## src/rtl/rx_lane_ctrl_if.sv

```systemverilog
// Lane control bundle between the RX lane sequencer and its LP receivers / lane timer.
// The sequencer takes the master modport; the PHY-side environment takes the slave modport.
interface rx_lane_ctrl_if;
  logic [2:0] LpIn;
  logic       Timeout;
  logic       TimerEn;
  logic [2:0] TimerSeed;
  logic       TermEn;
  logic       HsRxEn;
  logic       UlpsActive;
  logic       LpErr;
  logic [2:0] State;

  modport master (
    input  LpIn, Timeout,
    output TimerEn, TimerSeed, TermEn, HsRxEn, UlpsActive, LpErr, State
  );

  modport slave (
    output LpIn, Timeout,
    input  TimerEn, TimerSeed, TermEn, HsRxEn, UlpsActive, LpErr, State
  );
endinterface

```

## src/rtl/rx_lane_ctrl.sv

```systemverilog
// RX lane sequencer: walks LP line codes into HS receive or ULPS, times the
// termination/settle/wake windows through the external lane timer, flags illegal LP codes.
//
// state     | meaning
// STOP      | LP-11 idle
// HS_RQST   | LP-01 seen, HS request
// HS_PREP   | LP-00, waiting termination-enable time
// HS_SETTLE | termination on, waiting HS settle time
// HS_RX     | HS receiver enabled until LP-11
// ESC_RQST  | LP-10 seen, escape request
// ULPS      | ultra-low-power
// WAKE      | LP-10 held for the wake-up time
module rx_lane_ctrl #(
  parameter logic [2:0] SEED_TERMEN = 3'd1,
  parameter logic [2:0] SEED_SETTLE = 3'd2,
  parameter logic [2:0] SEED_WAKE   = 3'd5
) (
  input logic            clk,
  input logic            rst,
  rx_lane_ctrl_if.master lane
);

  typedef enum logic [2:0] {
    ST_STOP      = 3'd0,
    ST_HS_RQST   = 3'd1,
    ST_HS_PREP   = 3'd2,
    ST_HS_SETTLE = 3'd3,
    ST_HS_RX     = 3'd4,
    ST_ESC_RQST  = 3'd5,
    ST_ULPS      = 3'd6,
    ST_WAKE      = 3'd7
  } state_t;

  localparam logic [2:0] LP_000 = 3'b000;
  localparam logic [2:0] LP_001 = 3'b001;
  localparam logic [2:0] LP_100 = 3'b100;
  localparam logic [2:0] LP_111 = 3'b111;

  state_t     state_q, state_d;
  logic       wake_done_q, wake_done_d;
  logic       lp_err_q, lp_err_d;
  logic       timer_en_q, timer_en_d;
  logic [2:0] seed_q, seed_d;
  logic       term_en_q, hs_rx_en_q, ulps_q;
  logic       timed_d, timeout_v;

  // A Timeout seen while the timer is still being armed is stale and ignored.
  assign timeout_v = lane.Timeout & timer_en_q;

  always_comb begin
    state_d     = state_q;
    wake_done_d = wake_done_q;
    lp_err_d    = 1'b0;
    case (state_q)
      ST_STOP: begin
        if (lane.LpIn == LP_001)      state_d = ST_HS_RQST;
        else if (lane.LpIn == LP_100) state_d = ST_ESC_RQST;
        else if (lane.LpIn != LP_111) lp_err_d = 1'b1;
      end
      ST_HS_RQST: begin
        if (lane.LpIn == LP_000)      state_d = ST_HS_PREP;
        else if (lane.LpIn == LP_111) state_d = ST_STOP;
        else if (lane.LpIn != LP_001) begin
          state_d  = ST_STOP;
          lp_err_d = 1'b1;
        end
      end
      ST_HS_PREP: begin
        if (lane.LpIn != LP_000) begin
          state_d  = ST_STOP;
          lp_err_d = 1'b1;
        end else if (timeout_v) begin
          state_d = ST_HS_SETTLE;
        end
      end
      ST_HS_SETTLE: if (timeout_v) state_d = ST_HS_RX;
      ST_HS_RX:     if (lane.LpIn == LP_111) state_d = ST_STOP;
      ST_ESC_RQST: begin
        if (lane.LpIn == LP_000)      state_d = ST_ULPS;
        else if (lane.LpIn == LP_111) state_d = ST_STOP;
        else if (lane.LpIn != LP_100) begin
          state_d  = ST_STOP;
          lp_err_d = 1'b1;
        end
      end
      ST_ULPS: begin
        if (lane.LpIn == LP_100)      state_d = ST_WAKE;
        else if (lane.LpIn != LP_000) lp_err_d = 1'b1;
      end
      ST_WAKE: begin
        if (wake_done_q && lane.LpIn == LP_111) begin
          state_d = ST_STOP;
        end else if (lane.LpIn != LP_100) begin
          state_d  = ST_ULPS;
          lp_err_d = 1'b1;
        end else if (timeout_v) begin
          wake_done_d = 1'b1;
        end
      end
      default: state_d = ST_STOP;
    endcase
    if (state_d != ST_WAKE) wake_done_d = 1'b0;

    timed_d = 1'b0;
    seed_d  = 3'd0;
    case (state_d)
      ST_HS_PREP:   begin timed_d = 1'b1; seed_d = SEED_TERMEN; end
      ST_HS_SETTLE: begin timed_d = 1'b1; seed_d = SEED_SETTLE; end
      ST_WAKE:      begin timed_d = 1'b1; seed_d = SEED_WAKE;   end
      default:      ;
    endcase
    // Entry cycle of a timed state is the arm cycle: enable only while dwelling.
    timer_en_d = timed_d && (state_d == state_q);
  end

  always_ff @(posedge clk) begin
    if (rst) begin
      state_q     <= ST_STOP;
      wake_done_q <= 1'b0;
      lp_err_q    <= 1'b0;
      timer_en_q  <= 1'b0;
      seed_q      <= 3'd0;
      term_en_q   <= 1'b0;
      hs_rx_en_q  <= 1'b0;
      ulps_q      <= 1'b0;
    end else begin
      state_q     <= state_d;
      wake_done_q <= wake_done_d;
      lp_err_q    <= lp_err_d;
      timer_en_q  <= timer_en_d;
      seed_q      <= seed_d;
      term_en_q   <= (state_d == ST_HS_SETTLE) || (state_d == ST_HS_RX);
      hs_rx_en_q  <= (state_d == ST_HS_RX);
      ulps_q      <= (state_d == ST_ULPS) || (state_d == ST_WAKE);
    end
  end

  assign lane.State      = state_q;
  assign lane.LpErr      = lp_err_q;
  assign lane.TimerEn    = timer_en_q;
  assign lane.TimerSeed  = seed_q;
  assign lane.TermEn     = term_en_q;
  assign lane.HsRxEn     = hs_rx_en_q;
  assign lane.UlpsActive = ulps_q;

endmodule

```

## src/flat_wrapper.sv

```systemverilog
// flat-port wrapper written by rule: the top's interface ports become plain ports
module rx_lane_ctrl_flat 
#(
  parameter logic [2:0] SEED_TERMEN = 3'd1,
  parameter logic [2:0] SEED_SETTLE = 3'd2,
  parameter logic [2:0] SEED_WAKE   = 3'd5
)
  (clk, rst, lane_LpIn, lane_Timeout, lane_TimerEn, lane_TimerSeed, lane_TermEn, lane_HsRxEn, lane_UlpsActive, lane_LpErr, lane_State);
  rx_lane_ctrl_if lane_i ();
  input logic clk;
  input logic rst;
  input wire logic [$bits(lane_i.LpIn)-1:0] lane_LpIn;
  input wire logic [$bits(lane_i.Timeout)-1:0] lane_Timeout;
  output wire logic [$bits(lane_i.TimerEn)-1:0] lane_TimerEn;
  output wire logic [$bits(lane_i.TimerSeed)-1:0] lane_TimerSeed;
  output wire logic [$bits(lane_i.TermEn)-1:0] lane_TermEn;
  output wire logic [$bits(lane_i.HsRxEn)-1:0] lane_HsRxEn;
  output wire logic [$bits(lane_i.UlpsActive)-1:0] lane_UlpsActive;
  output wire logic [$bits(lane_i.LpErr)-1:0] lane_LpErr;
  output wire logic [$bits(lane_i.State)-1:0] lane_State;
  assign lane_i.LpIn = lane_LpIn;
  assign lane_i.Timeout = lane_Timeout;
  assign lane_TimerEn = lane_i.TimerEn;
  assign lane_TimerSeed = lane_i.TimerSeed;
  assign lane_TermEn = lane_i.TermEn;
  assign lane_HsRxEn = lane_i.HsRxEn;
  assign lane_UlpsActive = lane_i.UlpsActive;
  assign lane_LpErr = lane_i.LpErr;
  assign lane_State = lane_i.State;
  rx_lane_ctrl #(.SEED_TERMEN(SEED_TERMEN), .SEED_SETTLE(SEED_SETTLE), .SEED_WAKE(SEED_WAKE)) u_core (.clk(clk), .rst(rst), .lane(lane_i));
endmodule
```

## config.mk

```make
export PLATFORM = sky130hd
export DESIGN_NAME = rx_lane_ctrl_flat
export DESIGN_NICKNAME = d
export VERILOG_FILES = /design/src/rtl/rx_lane_ctrl_if.sv /design/src/rtl/rx_lane_ctrl.sv /design/src/flat_wrapper.sv
export SDC_FILE = /design/constraint.sdc
export NUM_CORES = 1
export LEC_CHECK = 0
export CORE_MARGIN = 5
export CORE_UTILIZATION = 35
export CTS_CLUSTER_DIAMETER = 150
export DETAILED_ROUTE_END_ITERATION = 10
export PLACE_DENSITY = 0.69
export SLEW_MARGIN = 0
export SYNTH_ARGS = -nofsm -noshare
export SYNTH_HDL_FRONTEND = slang
export SYNTH_SLANG_ARGS = --single-unit
```

## constraint.sdc

```tcl
create_clock -name clk -period 2.1 [get_ports clk]
set_input_delay 0.42 -clock clk [delete_from_list [all_inputs] [get_ports clk]]
set_output_delay 0.42 -clock clk [all_outputs]
set_load 0.1 [all_outputs]
```

* After elaboration in Yosys (flattened, before gate mapping)
Index checks and enable logic that the tools add are counted.
Operators by class: eq/ne operators 20, muxes and demuxes 31, bitwise operators 3, reduce and logical (&&, ||, !) cells 10
Operators with widths (count):
- $mux W3 | 15
- $eq A3 B3 Y1 const B | 9
- $pmux W3 S8 | 1
- $mux W1 | 13
- $eq A3 B2 Y1 const B | 4
- $ne A3 B3 Y1 const B | 3
- $pmux W3 S3 | 1
- $eq A3 B1 Y1 const B | 2
- $logic_not A3 Y1 | 2
- $pmux W1 S6 | 1
- $reduce_and A4 Y1 | 1
- $eq A3 B3 Y1 | 1
- $ne A3 B1 Y1 const B | 1
- $reduce_bool A3 Y1 | 1
- $reduce_or A3 Y1 | 1
- $logic_and A1 B1 Y1 | 2
- $logic_or A1 B1 Y1 | 2
- $not A1 Y1 | 2
- $reduce_or A2 Y1 | 1
- $and A1 B1 Y1 | 1
Word-level totals: flip-flop bits (word level) 12, input port bits 6, output and inout bits 11, logic and storage cells 72

* Logic depth before layout (Yosys ltp)
Gate-level depths: netlist (run 1).
depth after elaboration 9, mapped depth 8, gate-level depth less buffers 6

* Worst setup path before layout (run 1)
OpenSTA, ideal clock, no wires.
kind flip-flop to flip-flop, start register u_core.state_q[0] (netlist: u_core.lane.State[0]), end register u_core.timer_en_q (netlist: u_core.lane.TimerEn), library setup time 0.103 ns, data arrival time 2.278 ns, data required time 1.997 ns, path slack -0.281 ns, stages on the path, launching flop included 7, buffers on the path 1, period minus slack after synthesis 2.381 ns, cells stage by stage dfxtp_1 > buf_4 > or2b_1 > nor3b_1 > a2111o_2 > mux2i_1 > a2111oi_2
Between the ends: longest elaborated chain between the ends 8, elaborated cells between the ends (all ways) 31, those cells by class eq/ne (11); mux (17); reduce/logical (3)
RTL lines:
- start: declaration | line rx_lane_ctrl.sv:39 | state_t state_q, state_d;
- start signal: assignment | line rx_lane_ctrl.sv:127 | state_q <= state_d;
- $mux W3, on equally long branches | line rx_lane_ctrl.sv:81, rx_lane_ctrl.sv:63
- $mux W3, on equally long branches | line rx_lane_ctrl.sv:80, rx_lane_ctrl.sv:62
- $mux W3, on equally long branches | line rx_lane_ctrl.sv:79, rx_lane_ctrl.sv:61
- $pmux W3 S8 | line rx_lane_ctrl.sv:54 | case (state_q)
- $eq A3 B2 Y1 or $eq A3 B3 Y1 (tied branches) | line rx_lane_ctrl.sv:106 | case (state_d)
- $reduce_or A3 Y1 (no source line)
- $mux W1 | line rx_lane_ctrl.sv:106
- $logic_and A1 B1 Y1 (*) | line rx_lane_ctrl.sv:113 | timer_en_d = timed_d && (state_d == state_q);
- end signal: assignment | line rx_lane_ctrl.sv:130 | timer_en_q <= timer_en_d;
- end: declaration | line rx_lane_ctrl.sv:42 | logic timer_en_q, timer_en_d;
Mark *: on every way between the ends. The rest lies on a longest branch, timed or not. A chain may end at the register's enable or synchronous reset.

* Worst setup path in the final report (run 1)
start register u_core.state_q[0] (netlist: u_core.lane.State[0]), end register u_core.seed_q[1] (netlist: u_core.lane.TimerSeed[1])
Between the ends: longest elaborated chain between the ends 6, elaborated cells between the ends (all ways) 28, those cells by class eq/ne (10); mux (17); reduce/logical (1)
RTL lines:
- $mux W3, on equally long branches | line rx_lane_ctrl.sv:81, rx_lane_ctrl.sv:63
- $mux W3, on equally long branches | line rx_lane_ctrl.sv:80, rx_lane_ctrl.sv:62
- $mux W3, on equally long branches | line rx_lane_ctrl.sv:79, rx_lane_ctrl.sv:61
- $pmux W3 S8 (*) | line rx_lane_ctrl.sv:54
- $eq A3 B3 Y1 or $eq A3 B2 Y1 (tied branches) | line rx_lane_ctrl.sv:106
- $pmux W3 S3 (*) | line rx_lane_ctrl.sv:106
- end signal: assignment | line rx_lane_ctrl.sv:122 | seed_q <= 3'd0;
- end signal: assignment | line rx_lane_ctrl.sv:131 | seed_q <= seed_d;
- end: declaration | line rx_lane_ctrl.sv:43 | logic [2:0] seed_q, seed_d;
Marks and branches as above.

==> results.ini, run 1 <==
[critical_path]
endpoint_kind = flop
rr_worst_depth = 5
r2r_start = u_core.lane.State[0]
startpoint_type = flop
critPathMaxFanout = 18
worst_path_max_delay_cell = dfxtp_2
cp.arrival_ns = 2.09
r2r-end = u_core.lane.TimerSeed[1]
crit_type = reg -> reg
r2r_slack_ns = 0.21
cp_num_buf_inv = 1
critical_path.cell_chain = inv_1 -> nor4_1 -> a2111o_2 -> or3b_1 -> nor2b_1
crit_family = simple AND/OR/NAND/NOR gates
max_stage_delay_ns = 0.56
required_ns = 2.31

[finish]
design_area_um2 = 1013
fillers = 200
drive_gt1_share_pct = 39.64
area_delta_synth_final_pct = 33.44
layout.nets = 119
regArea_um2 = 245.2
antenna_cells = 0
stdcell_count = 138
multi_input_area_um2 = 446.7

[clocking]
cts-resized-gates = 0
post_cts_buffers = 0
htreeDepth = 1
cts_sinks = 12
cts_tree = yes
cts_hold_buf = 0
cts_buffer_depth = 2
cts_root_buf = clkbuf_4
clk-insertion-delay-late_ns = 0.27
cts-buffers-inserted = 3
clk_pin_slew_ns = 0.07

[sta]
finClkSkew_ns = 0.002893
hold_viol = 0
fmax_mhz = 530.0
whs_ns = 0.5597
max_slew_margin_pct = 74.86
worstMarginPinSlew_ns = 0.3771
setup_viol = 0
grt_setup_unrepaired = no
tns_ns = 0
final-max-slew-violation-count = 0
fin_ws_ns = 0.2132
fin_crit_sh_pct = 89.85
post-route-min-period_ns = 1.887

[placement]
placed_cell_area_um2 = 973.4
dpl.hpwl_um = 1325
place_congestion = 0.8753
port_buffers = 16
dp.cells = 135
post-place-ws_ns = -0.2171

[hold_path]
min_path_cells = 2
hp-class = reg -> reg
hold_path_end = u_core.wake_done_q
worstHoldStart = u_core.wake_done_q

[pwr]
switchingPower_uw = 422.9
clkPwrFrac_pct = 14.5
p_comb_share_pct = 52.3
pwr-share-seq_pct = 33.2
switching_share_pct = 45.84
ir_drop_mv = 0.6581
p_leak_nw = 0.4473
p_int_uw = 499.8
powerDensity_nw_per_um2 = 910.4

[logic_synthesis]
syn_area_per_cell_um2 = 8.831
synth_cells = 86
yosysWarnings = 0
netlist_area_um2 = 759.5
syn-num-nets = 92
synth_cell_types = 40
synth_seq_cells = 12
synth-seq-area-share_pct = 31.63

[drt]
drc = 0
ant_nets = 0
vias = 715
routed_via_density = 5.181
routed_wirelength_um = 1722
first_pass_iters = 4
wire_per_inst_um = 12.48
drt_first_iter_violations = 10

[global_routing]
grt_pass1_vias = 716
grt_pass1_wl_um = 3091
antenna_found_initial = 0
grt_start_max_net_pins = 19
grt_usage_pct = 11.83
grt_overflow = 0

[die]
start_util_pct = 37.56
dieArea_um2 = 3201
rows = 16
core_region_area_um2 = 2022
die_h_um = 56.58
design.portCount = 17
die_w_um = 56.58

[outcome]
status = complete, no violations

[job]
drv_cap = 0

## cell families after synthesis
kind of cell / count (synthesis) / share of synthesized area (%)
flops: 12 / 31.63
compound gates: 23 / 25.86
simple gates: 37 / 28.01
buf+inv: 11 / 10.87
xor+xnor: 2 / 2.307
mux: 1 / 1.318
## worst max path at each step
stage | from | end | slack (ns) | cells after the start
after floorplan | u_core.lane.State[0] | u_core.lane.TimerEn | 0.07 | 6
after global placement | lane_LpIn[2] | u_core.lane.TimerSeed[1] | -0.19 | 6
after detailed placement | lane_LpIn[2] | u_core.lane.TimerSeed[1] | -0.22 | 6
after CTS | lane_LpIn[2] | u_core.lane.TimerSeed[1] | 0.05 | 6
after global routing | u_core.lane.State[0] | u_core.lane.TimerSeed[1] | 0.02 | 5
final | u_core.lane.State[0] | u_core.lane.TimerSeed[1] | 0.21 | 5
## cell usage in the layout, fill, tap and decap left out, drive strengths merged, types with 2 or more instances in the layout
| master | synthesis | final |
|---|---|---|
| a221oi | 2 | 2 |
| a21oi | 3 | 3 |
| inv | 4 | 4 |
| nor4b | 2 | 2 |
| nand2 | 5 | 5 |
| nor2 | 9 | 9 |
| nor3b | 2 | 2 |
| or3b | 2 | 2 |
| nor2b | 3 | 3 |
| clkdlybuf4s50 | 0 | 2 |
| a21o | 2 | 2 |
| o21ai | 5 | 5 |
| or2b | 2 | 2 |
| nor3 | 4 | 4 |
| dfxtp | 12 | 12 |
| nand4 | 2 | 2 |
| buf | 7 | 24 |
| clkbuf | 0 | 3 |
| dlymetal6s2s | 0 | 3 |
## worst register-to-register path, stage by stage (launching register included)
cell	delay (ns)
dfxtp_2	0.56
inv_1	0.15
nor4_1	0.39
a2111o_2	0.25
or3b_1	0.38
nor2b_1	0.11
## power groups by stage
stage / Sequential (mW) / Clock, mW / Combinational, mW
3_5_place_dp: 0.310 / 0 / 0.480
3_3_place_gp: 0.309 / 0 / 0.477
5_1_grt: 0.312 / 0.153 / 0.518
6_report: 0.306 / 0.134 / 0.483
4_1_cts: 0.306 / 0.139 / 0.482
2_1_floorplan: 0.419 / 0 / 0.257
## Yosys cell counts
master	instances	area share, %
dfxtp_1	12	32
nor2_1	9	4.4
nand2_1	5	2.5
o21ai_0	5	3.3
buf_6	4	5.9
inv_1	4	2.0
nor3_1	4	2.6
a21oi_1	3	2.0
buf_4	3	3.0
nor2b_1	3	2.5
nand4_1	2	1.6
nor3b_1	2	2.0
or2b_1	2	2.0
or3b_1	2	2.3
a2111o_2	1	1.6
a2111oi_2	1	2.0
a211o_1	1	1.2
a211oi_2	1	1.6
a21o_1	1	0.99
a21o_2	1	1.2
a221oi_1	1	1.2
a221oi_2	1	2.0
a222oi_1	1	1.3
a22oi_1	1	0.99
a311oi_1	1	1.2
a31o_2	1	1.2
and2_1	1	0.82
and3_2	1	0.99
mux2i_1	1	1.3
nand2b_1	1	0.82
nand3_1	1	0.66
nor4_1	1	0.82
nor4b_1	1	1.2
nor4b_2	1	2.0
o211a_1	1	1.3
o21ba_2	1	1.3
o31ai_2	1	1.6
or2_2	1	0.82
xnor2_1	1	1.2
xor2_1	1	1.2
## metrics by stage
stage | power [mW] | util (%)
2_1_floorplan | 0.6761 | -
3_3_place_gp | 0.7862 | 48.14
3_5_place_dp | 0.7907 | 48.14
4_1_cts | 0.9273 | 49.26
5_1_grt | 0.9824 | 50.12
6_report | 0.9227 | 50.12
## per-layer routing
metal  wire, um  vias up  global-route usage, %  share of wire [%]
met1        800      336                  14.01                 46
li1           -      363                      -                  -
met2        823       14                  19.80                 48
met3         82        2                  3.211                4.8
met5          0        -                      0                  0
met4         16        0                  5.085               0.93
## flip-flops by register name, indices dropped and copies added, names as in the netlist
register / count
u_core.lane.TimerEn: 1
u_core.lane.LpErr: 1
u_core.wake_done_q: 1
u_core.lane.HsRxEn: 1
u_core.lane.UlpsActive: 1
u_core.lane.TermEn: 1
u_core.lane.TimerSeed: 3
u_core.lane.State: 3
## final cells by class
type,instances,area share [%]
flip-flops and latches,12,24.20
repair buffers,29,24.69
multi-input cells,63,44.07
inverters,4,1.481
clock buffers,3,2.222
well taps,27,3.333
No activity file was read; power rests on OpenSTA's default activity.
==> run 2: changes to the inputs <==
- CTS_BUF_LIST: not set -> sky130_fd_sc_hd__clkbuf_4 sky130_fd_sc_hd__clkbuf_8 sky130_fd_sc_hd__clkbuf_16
==> results of run 2 <==
Final layout, timing and power as in run 1 (identical DEF).
==> run 3: changes to the inputs <==
- REMOVE_ABC_BUFFERS: not set -> 1
==> run 3 against run 2 <==
Setup slack improved by 0.018 ns. Via count increased by 2.1%. Clock-buffer cell count increased by 1. Design area increased by 5.6%. Register-to-register slack improved by 0.03 ns. Clock skew increased by 0.0085 ns. Final cell count increased by 2.9%. Flip-flop and latch count unchanged. Critical endpoint is now u_core.lane.TimerEn. Largest power group unchanged. Highest routed layer unchanged.
==> results.ini, run 3 (synthesized netlist as in run 1, its figures left out) <==
[outcome]
status = complete, no violations

[drt]
dr.max_layer_used = met4
wire_per_inst_um = 12.54  ; +0.51%
first_pass_iters = 4  ; unchanged
routed_wirelength_um = 1781  ; +3.4%
wl_met3_um = 110  ; +34%
ant_nets = 0  ; unchanged
routed_via_density = 5.141  ; -0.78%
drt_first_iter_violations = 15  ; +5
drc = 0  ; unchanged
wl_met2_um = 904  ; +9.8%
wl_met1_um = 739  ; -7.6%
vias = 730  ; +2.1%

[sta]
max_slew_margin_pct = 72.00  ; -2.9 points
fin_crit_sh_pct = 88.97  ; -0.88 points
tns_ns = 0  ; unchanged
fmax_mhz = 535.2  ; +0.99%
setup_viol = 0  ; unchanged
worstMarginPinSlew_ns = 0.4194  ; +0.04232 ns
post-route-min-period_ns = 1.868  ; -0.01841 ns
finClkSkew_ns = 0.01140  ; +0.008511 ns
final-max-slew-violation-count = 0  ; unchanged
whs_ns = 0.5416  ; -0.01815 ns
fin_ws_ns = 0.2316  ; +0.01841 ns
grt_setup_unrepaired = no
hold_viol = 0  ; unchanged

[die]
design.portCount = 17  ; unchanged
core_region_area_um2 = 2022  ; unchanged
die_w_um = 56.58  ; unchanged
die_h_um = 56.58  ; unchanged
rows = 16  ; unchanged
dieArea_um2 = 3201  ; unchanged
start_util_pct = 37.56  ; unchanged

[clocking]
cts_tree = yes
cts_buffer_depth = 2  ; unchanged
clk_pin_slew_ns = 0.08  ; about the same
cts-buffers-inserted = 3  ; unchanged
cts_root_buf = clkbuf_4
htreeDepth = 1  ; unchanged
clk-insertion-delay-late_ns = 0.28  ; about the same
post_cts_buffers = 0  ; unchanged
cts_sinks = 12  ; unchanged

[finish]
multi_input_area_um2 = 446.7  ; unchanged
regArea_um2 = 240.2  ; -2.0%
layout_common_cells = buf_4, dfxtp_1, nor2_1, o21ai_0, nand2_1
fillers = 197  ; -1.5%
design_area_um2 = 1070  ; +5.6%
layout.nets = 122  ; +2.5%
area_delta_synth_final_pct = 40.86
drive_gt1_share_pct = 38.26  ; -1.4 points
fin_util_pct = 52.91  ; +2.8 points
final_common_cell = buf_4
antenna_cells = 0  ; unchanged

[critical_path]
cp_num_buf_inv = 1  ; unchanged
max_stage_delay_ns = 0.54  ; -0.02 ns
critical_path.cell_chain = clkdlybuf4s50_1 -> and2_1 -> nor4_1 -> a2111o_2 -> mux2i_1 -> a2111oi_2
critPathMaxFanout = 7  ; -11
crit_cells = 6  ; +1
required_ns = 2.28  ; -0.03 ns
crit_family = compound AO/OA/AOI/OAI gates
r2r_slack_ns = 0.24  ; +0.03 ns
cp.arrival_ns = 2.05  ; -0.04 ns
r2r_start = u_core.lane.State[0]
crit_type = in -> reg
worst_path_max_delay_cell = a2111o_2
r2r-end = u_core.lane.TimerEn
startpoint_type = primary input
rr_worst_depth = 6  ; +1
endpoint_kind = flop

[pwr]
ir_drop_mv = 0.4234  ; -36%
powerDensity_nw_per_um2 = 948.2  ; +4.2%
p_leak_nw = 0.4737  ; +5.9%

[hold_path]
hp-class = reg -> reg
worstHoldStart = u_core.wake_done_q
hold_path_end = u_core.wake_done_q
min_path_cells = 2  ; unchanged

[global_routing]
grt_overflow = 0  ; unchanged
grt_start_max_net_pins = 13  ; -6
grt_usage_pct = 12.03  ; +0.19 points
grt_pass1_vias = 675  ; -5.7%
antenna_found_initial = 0  ; unchanged
grt_pass1_wl_um = 2973  ; -3.8%

[placement]
port_buffers = 16  ; unchanged
placed_cell_area_um2 = 1016  ; +4.4%
place_congestion = 0.8742  ; -0.13%
post-place-ws_ns = -0.2774  ; -0.06033 ns
dpl.hpwl_um = 1423  ; +7.4%

[job]
drv_cap = 0  ; unchanged

[run 3: changes by cell type in the layout (fill, tap and decap cells not counted)]
cell      previous run  this run
dfxtp_2              4         0
clkbuf_8             0         1
dfxtp_1              8        12
buf_4               23        24
buf_12               1         3
[run 3: tightest hold or removal path: stages (launching register included)]
cell and delay (ns):
dfxtp_1 0.32, a21oi_1 0.12, nor4b_1 0.06
[run 3: how the worst max path moves through the flow]
stage                     slack [ns]                  from                       end
final                           0.23          lane_Timeout       u_core.lane.TimerEn
after floorplan                -0.39  u_core.lane.State[0]       u_core.lane.TimerEn
after global placement         -0.29          lane_LpIn[1]  u_core.lane.TimerSeed[1]
after global routing            0.12  u_core.lane.State[0]        u_core.wake_done_q
after CTS                       0.03          lane_LpIn[1]        u_core.lane.TermEn
after detailed placement       -0.28          lane_LpIn[1]  u_core.lane.TimerSeed[1]
[run 3: what timing repair did]
item | in CTS | in global routing
resized for setup | 1 | 4
endpoints found under the setup margin | 2 | 7
endpoints found under the hold margin | 0 | 0
hold buffers | 0 | 0
[run 3: stage by stage]
stage | total power, mW | std cells
6_report | 1.014 | 142
5_1_grt | 1.068 | 142
4_1_cts | 1.019 | 142
3_5_place_dp | 0.8358 | 138
3_3_place_gp | 0.8221 | 138
2_1_floorplan | 0.6385 | 79
[run 3: layer usage]
layer / up-vias / global-route usage (%)
li1: 373 / -
met1: 333 / 13.48
met2: 20 / 20.79
met3: 4 / 2.982
met4: 0 / 6.102
met5: - / 0
[run 3: where the power goes]
| group | switching, mW | total (mW) | internal [mW] |
|---|---|---|---|
| registers | 0.0312 | 0.280 | 0.248 |
| logic | 0.334 | 0.552 | 0.217 |
| clock network | 0.0778 | 0.183 | 0.105 |
| total | 0.443 | 1.01 | 0.571 |
[run 3: layout make-up]
| class | count | area share (%) |
|---|---|---|
| well taps | 27 | 3.158 |
| repair buffers | 32 | 27.84 |
| inverters | 4 | 1.404 |
| flip-flops and latches | 12 | 22.46 |
| clock buffers | 4 | 3.392 |
| multi-input cells | 63 | 41.75 |
